<file path="src/rtl/laser_i2c_point_seq.sv">
// Galvo point sequencer: turns each X/Y point into two I2C DAC writes fed byte-by-byte to the I2C byte engine.
// Optional macro LASER_I2C_SEQ_DEDUP_EN skips a channel whose value matches the last one written successfully.
module laser_i2c_point_seq #(
  parameter logic [6:0] DEV_ADDR = 7'h60,
  parameter int         DATA_W   = 12,
  parameter int         RETRIES  = 2
) (
  input  logic              clk,
  input  logic              reset,
  input  logic [DATA_W-1:0] pt_x,
  input  logic [DATA_W-1:0] pt_y,
  input  logic              pt_valid,
  output logic              pt_ready,
  output logic [7:0]        din,
  output logic              start,
  output logic              stop,
  output logic              byte_req,
  input  logic              byte_done,
  input  logic              byte_nack,
  output logic              busy,
  output logic              err,
  output logic [7:0]        err_count
);

  localparam int TRY_W = (RETRIES < 1) ? 1 : $clog2(RETRIES + 1);
  localparam logic [TRY_W-1:0] TRY_MAX = TRY_W'(RETRIES);

  typedef enum logic [1:0] {
    S_IDLE = 2'd0,
    S_REQ  = 2'd1,
    S_WAIT = 2'd2,
    S_NEXT = 2'd3
  } state_t;

  state_t r_state;
  state_t w_state_next;

  logic [DATA_W-1:0] r_x;
  logic [DATA_W-1:0] r_y;
  logic              r_ch;
  logic [1:0]        r_idx;
  logic [TRY_W-1:0]  r_try;
  logic              r_err;
  logic [7:0]        r_err_count;

  logic       w_accept;
  logic       w_done;
  logic       w_ack;
  logic       w_nacked;
  logic       w_retry;
  logic       w_abandon;
  logic       w_last_byte;
  logic       w_skip_x;
  logic       w_skip_y;
  logic [11:0] w_val;
  logic [7:0]  w_byte;

  assign w_accept    = (r_state == S_IDLE) && pt_valid;
  assign w_done      = (r_state == S_WAIT) && byte_done;
  assign w_ack       = w_done && !byte_nack;
  assign w_nacked    = w_done && byte_nack;
  assign w_retry     = w_nacked && (r_try != TRY_MAX);
  assign w_abandon   = w_nacked && (r_try == TRY_MAX);
  assign w_last_byte = (r_idx == 2'd3);

`ifdef LASER_I2C_SEQ_DEDUP_EN
  logic [DATA_W-1:0] r_last_x;
  logic [DATA_W-1:0] r_last_y;
  logic              r_last_x_vld;
  logic              r_last_y_vld;

  // X is judged against the incoming point at accept, Y against the latched point in NEXT.
  assign w_skip_x = r_last_x_vld && (pt_x == r_last_x);
  assign w_skip_y = r_last_y_vld && (r_y == r_last_y);

  always_ff @(posedge clk or posedge reset) begin
    if (reset) begin
      r_last_x     <= '0;
      r_last_y     <= '0;
      r_last_x_vld <= 1'b0;
      r_last_y_vld <= 1'b0;
    end else begin
      if (w_ack && w_last_byte) begin
        if (!r_ch) begin
          r_last_x     <= r_x;
          r_last_x_vld <= 1'b1;
        end else begin
          r_last_y     <= r_y;
          r_last_y_vld <= 1'b1;
        end
      end
      if (w_abandon) begin
        if (!r_ch) r_last_x_vld <= 1'b0;
        else       r_last_y_vld <= 1'b0;
      end
    end
  end
`else
  assign w_skip_x = 1'b0;
  assign w_skip_y = 1'b0;
`endif

  always_ff @(posedge clk or posedge reset) begin
    if (reset) r_state <= S_IDLE;
    else       r_state <= w_state_next;
  end

  always_comb begin
    w_state_next = r_state;
    case (r_state)
      S_IDLE: begin
        if (pt_valid) w_state_next = w_skip_x ? S_NEXT : S_REQ;
      end
      S_REQ: w_state_next = S_WAIT;
      S_WAIT: begin
        if (byte_done) begin
          if (!byte_nack) w_state_next = w_last_byte ? S_NEXT : S_REQ;
          else            w_state_next = w_retry ? S_REQ : S_NEXT;
        end
      end
      S_NEXT: begin
        if (!r_ch) w_state_next = w_skip_y ? S_NEXT : S_REQ;
        else       w_state_next = S_IDLE;
      end
      default: w_state_next = S_IDLE;
    endcase
  end

  always_ff @(posedge clk or posedge reset) begin
    if (reset) begin
      r_x         <= '0;
      r_y         <= '0;
      r_ch        <= 1'b0;
      r_idx       <= 2'd0;
      r_try       <= '0;
      r_err       <= 1'b0;
      r_err_count <= 8'd0;
    end else begin
      r_err <= w_abandon;
      if (w_abandon && (r_err_count != 8'hFF)) r_err_count <= r_err_count + 8'd1;
      if (w_accept) begin
        r_x   <= pt_x;
        r_y   <= pt_y;
        r_ch  <= 1'b0;
        r_idx <= 2'd0;
        r_try <= '0;
      end
      if (w_ack && !w_last_byte) r_idx <= r_idx + 2'd1;
      // A retry restarts the whole transaction so the engine emits a fresh START.
      if (w_retry) begin
        r_try <= r_try + 1'b1;
        r_idx <= 2'd0;
      end
      if ((r_state == S_NEXT) && !r_ch) begin
        r_ch  <= 1'b1;
        r_idx <= 2'd0;
        r_try <= '0;
      end
    end
  end

  assign w_val = r_ch ? 12'(r_y) : 12'(r_x);

  always_comb begin
    w_byte = 8'd0;
    case (r_idx)
      2'd0:    w_byte = {DEV_ADDR, 1'b0};
      2'd1:    w_byte = 8'h40 | {6'd0, r_ch, 1'b0};
      2'd2:    w_byte = {4'd0, w_val[11:8]};
      default: w_byte = w_val[7:0];
    endcase
  end

  // Byte fields only present while a request is outstanding, so they read zero out of reset.
  always_comb begin
    pt_ready  = (r_state == S_IDLE);
    busy      = (r_state != S_IDLE);
    byte_req  = (r_state == S_WAIT);
    din       = (r_state == S_WAIT) ? w_byte : 8'd0;
    start     = (r_state == S_WAIT) && (r_idx == 2'd0);
    stop      = (r_state == S_WAIT) && (r_idx == 2'd3);
    err       = r_err;
    err_count = r_err_count;
  end

endmodule

</file>
<file path="config.mk">
export PLATFORM = sky130hd
export DESIGN_NAME = laser_i2c_point_seq
export DESIGN_NICKNAME = d
export VERILOG_FILES = /design/src/rtl/laser_i2c_point_seq.sv
export SDC_FILE = /design/constraint.sdc
export NUM_CORES = 1
export LEC_CHECK = 0
export BUFFER_PORTS_ARGS = -buffer_cell sky130_fd_sc_hd__buf_2
export CORE_ASPECT_RATIO = 1.2
export CORE_MARGIN = 3
export CORE_UTILIZATION = 50
export CTS_BUF_LIST = sky130_fd_sc_hd__clkbuf_4 sky130_fd_sc_hd__clkbuf_8
export DETAILED_ROUTE_END_ITERATION = 16
export GPL_TIMING_DRIVEN = 0
export PLACE_DENSITY = 0.86
export SLEW_MARGIN = 10
export SYNTH_ARGS = -nofsm -noshare
export SYNTH_HDL_FRONTEND = slang
export SYNTH_SLANG_ARGS = --single-unit
</file>
<file path="constraint.sdc">
create_clock -name clk -period 2.6 [get_ports clk]
set_input_delay 0.52 -clock clk [delete_from_list [all_inputs] [get_ports clk]]
set_output_delay 0.52 -clock clk [all_outputs]
set_load 0.01 [all_outputs]
</file>
==> results.tsv <==
stage	metric	value	unit
sta	setup total negative slack	0	ns
drt	Pre-Repair DR Iteration Count	4	
sta	Worst Tran Pin Value	0.399	ns
synth	count of warnings emitted by yosys	0	
grt	number of antenna violations at the first check in global routing	0	
drt	number of DRC markers in iteration 0	51	
die	starting density of the core	0.540	
synth	average cell area after synthesis	11.4	µm²
clocking	number of clock sinks seen by CTS	40	
worst_setup_path	required time at the worst-slack endpoint	2.08	ns
final_layout	Post-Layout Inst Area	0.00247	mm²
placed_design	Placed Instance Area	0.00236	mm²
sta	Slew Limit Fails	0	
clocking	htree depth	2	
placed_design	final weighted congestion in routability-driven placement	0.754	
status	result of the run	complete, no violations	
drt	routed wire length	4140	µm
final_layout	antenna diode instance count	0	
drt	total DRC errors in the routed layout	0	
grt	via count of the first global-routing pass	1513	
clocking	CTS Root Buffer Type	sky130_fd_sc_hd__clkbuf_8	
final_layout	fraction of final layout cells with drive strength greater than 1	0.424	
sta	setup repair after global routing missed its margin	no	
synth	count of different cell masters after synthesis	31	
die	I/O pin count	51	
synth	Yosys top cell area share	0.494	
final_layout	# nets final	271	
synth	parity-gate share of the synthesized area counting xor and xnor cells	0.0216	
die	Die Y	75.7	µm
synth	total nets after synthesis	213	
power	P_leak	1.21	nW
clocking	CTS tree	yes	
synth	async set or reset register ratio after synthesis	1.00	
synth	combinational family with the most area after synthesis	multiplexers	
clocking	hold buffers post-CTS	0	
synth	fraction of the mapped netlist area in simple logic gates	0.124	
synth	Synth Cell Area	0.00203	mm²
grt	GRT Overall Usage	0.183	
sta	final critical path time including I/O delays and setup	2.43	ns
sta	share of the clock period used by the worst path after layout	0.935	
power	PD cells	987	mW/mm²
final_layout	Layout Area Growth over Synthesis	22.1	%
grt	wire length of the first global-routing pass	6690	µm
synth	EDFF count, synth	0	
drt	number of vias after detailed routing	1478	
clocking	clock transition at the register clock pins on the worst setup and hold paths after CTS	0.08	ns
worst_setup_path	start-to-end type of the worst setup path	flop to primary output	
die	Chip Width	64.1	µm
sta	worst clock skew	0.00980	ns
drt	average via count per standard cell	5.13	
synth	share of the yosys chip area belonging to registers	0.494	
final_layout	post-route non-filler standard cell count	288	
run	max-capacitance violation count	0	
synth	most repeated cell in the gate-level netlist after synthesis	sky130_fd_sc_hd__dfrtp_1	
final_layout	fill cell total of the finished layout	302	
synth	primary flip-flop cell chosen by synthesis mapping	sky130_fd_sc_hd__dfrtp_1	
synth	Synth Instances	177	
drt	number of routed nets with antenna violations	0	
grt	residual overflow from global routing	0	
placed_design	sum of net half-perimeters after detailed placement	3120	µm
clocking	TritonCTS Buffers	5	
clocking	Post-CTS Resized	0	
grt	largest net degree at the start of global routing	32	
worst_setup_path	CP max FO	10	
drt	Wirelength per Cell	14.4	µm
synth	multiplexer share of the synthesized area	0.204	
sta	Hold Fails Final Rpt	0	
synth	cell types with the highest counts after synthesis	sky130_fd_sc_hd__dfrtp_1 (40), sky130_fd_sc_hd__mux2_2 (27), sky130_fd_sc_hd__nor2_1 (18)	
final_layout	area taken by multi-input logic gates	932	µm²
power	worst supply voltage drop on vdd	0.653	mV
die	number of rows created at floorplan	24	
die	die area	0.00485	mm²
clocking	clock latency of the later-clocked register in the worst-skew pair	0.29	ns
clocking	postcts setup bufs	0	
worst_setup_path	sort of element at the start of the critical path	flop	
synth	area fraction in compound gates after synthesis	0.0673	
placed_design	Inst Count DP	280	
synth	top cells by area, synth	sky130_fd_sc_hd__dfrtp_1 (49%), sky130_fd_sc_hd__mux2_2 (15%), sky130_fd_sc_hd__ha_1 (4.3%)	
worst_setup_path	arrival time of data at the critical path endpoint	1.91	ns
sta	Final setup viols	0	
synth	cell taking the most area after synthesis	sky130_fd_sc_hd__dfrtp_1	
die	core box area	0.00375	mm²
final_layout	register cell area after layout	0.00100	mm²
worst_setup_path	Critical Path Sink Type	primary output	
synth	adder and majority gate portion of the synthesized area	0.0432	
sta	tightest slew margin relative to the limit	0.734	
sta	f_max	412	MHz
placed_design	Port-buffer cells	50	
worst_hold_path	Worst Hold Class	input port to asynchronous set/reset pin	
clocking	Max clock buf depth	2	
synth	register bit count reported by yosys	40	
## final timing paths
| path | startpoint | endpoint | slack (ns) | cells after the start |
|---|---|---|---|---|
| max | r_idx[0] | din[3] | 0.17 | 5 |
| min | reset | err_count[2] | 0.14 | 2 |
| max reg2reg | r_state[1] | r_x[6] | 1.03 | 5 |
| min reg2reg | r_try[0] | r_try[0] | 0.48 | 1 |
| max in group asynchronous | reset | r_state[1] | 2.03 | 3 |
| min in group clk | pt_y[0] | r_y[0] | 0.45 | 2 |
## worst max-delay path: stages (launching register included)
cell and delay, ns:
sky130_fd_sc_hd__dfrtp_1 0.43, sky130_fd_sc_hd__ha_1 0.26, sky130_fd_sc_hd__clkbuf_1 0.35, sky130_fd_sc_hd__a21oi_1 0.13, sky130_fd_sc_hd__a211oi_1 0.27, sky130_fd_sc_hd__buf_2 0.18
## flip-flops by register name (all words and copies together) (netlist names)
| signal | count |
|---|---|
| r_idx | 2 |
| err_count | 8 |
| r_x | 12 |
| err | 1 |
| r_y | 12 |
| r_try | 2 |
| r_state | 2 |
| r_ch | 1 |
## cells in the final DEF (no fill, tap or decap), types with 2 or more instances in the layout
master / instances
sky130_fd_sc_hd__and2_1: 2
sky130_fd_sc_hd__nand3_1: 4
sky130_fd_sc_hd__nor3_1: 2
sky130_fd_sc_hd__mux2_2: 27
sky130_fd_sc_hd__o22ai_1: 2
sky130_fd_sc_hd__nand4_1: 2
sky130_fd_sc_hd__nand2_1: 11
sky130_fd_sc_hd__nand2b_1: 4
sky130_fd_sc_hd__mux2_4: 2
sky130_fd_sc_hd__mux2i_1: 8
sky130_fd_sc_hd__dfrtp_1: 40
sky130_fd_sc_hd__inv_1: 9
sky130_fd_sc_hd__nor2b_1: 2
sky130_fd_sc_hd__buf_6: 3
sky130_fd_sc_hd__nor2_1: 18
sky130_fd_sc_hd__ha_1: 7
sky130_fd_sc_hd__o21ai_0: 4
sky130_fd_sc_hd__clkbuf_8: 5
sky130_fd_sc_hd__a21oi_1: 8
sky130_fd_sc_hd__a211oi_1: 5
sky130_fd_sc_hd__xor2_1: 4
sky130_fd_sc_hd__buf_2: 52
## cell families after synthesis
family          Yosys count
buf+inv                  17
compound gates           21
fa+ha+maj                 7
xor+xnor                  5
simple gates             50
mux                      37
flops                    40
## power by group
part	total, mW	switching [mW]	internal (mW)
sequential	1.01	0.145	0.867
combinational	0.923	0.440	0.483
clock	0.504	0.209	0.295
## layout make-up
| class | instances | share of cell area |
|---|---|---|
| multi-input cells | 120 | 0.377 |
| clock buffers | 6 | 0.0309 |
| plain buffers | 7 | 0.0223 |
| well taps | 52 | 0.0263 |
| repair buffers | 51 | 0.109 |
| inverters | 10 | 0.0152 |
| clock inverters | 2 | 0.0142 |
| flip-flops and latches | 40 | 0.405 |
## routing by layer
| metal | track usage | up-vias | wire (µm) |
|---|---|---|---|
| li1 | - | 725 | - |
| met1 | 0.214 | 703 | 1730 |
| met2 | 0.330 | 43 | 2140 |
| met3 | 0.0457 | 7 | 217 |
| met4 | 0.0657 | 0 | 59 |
| met5 | 0 | - | 0 |
## through the flow
step                setup slack (ns)  power [mW]  hold slack, ns  utilization
floorplan                      0.722        1.69           0.451            -
global placement               0.553        1.90           0.460        0.624
detailed placement             0.534        1.95           0.459        0.629
CTS                            0.202        2.45           0.143        0.659
global route                  0.0179        2.61           0.166        0.659
finish                         0.170        2.44           0.143        0.659
Power figures use the tool's default switching activity.
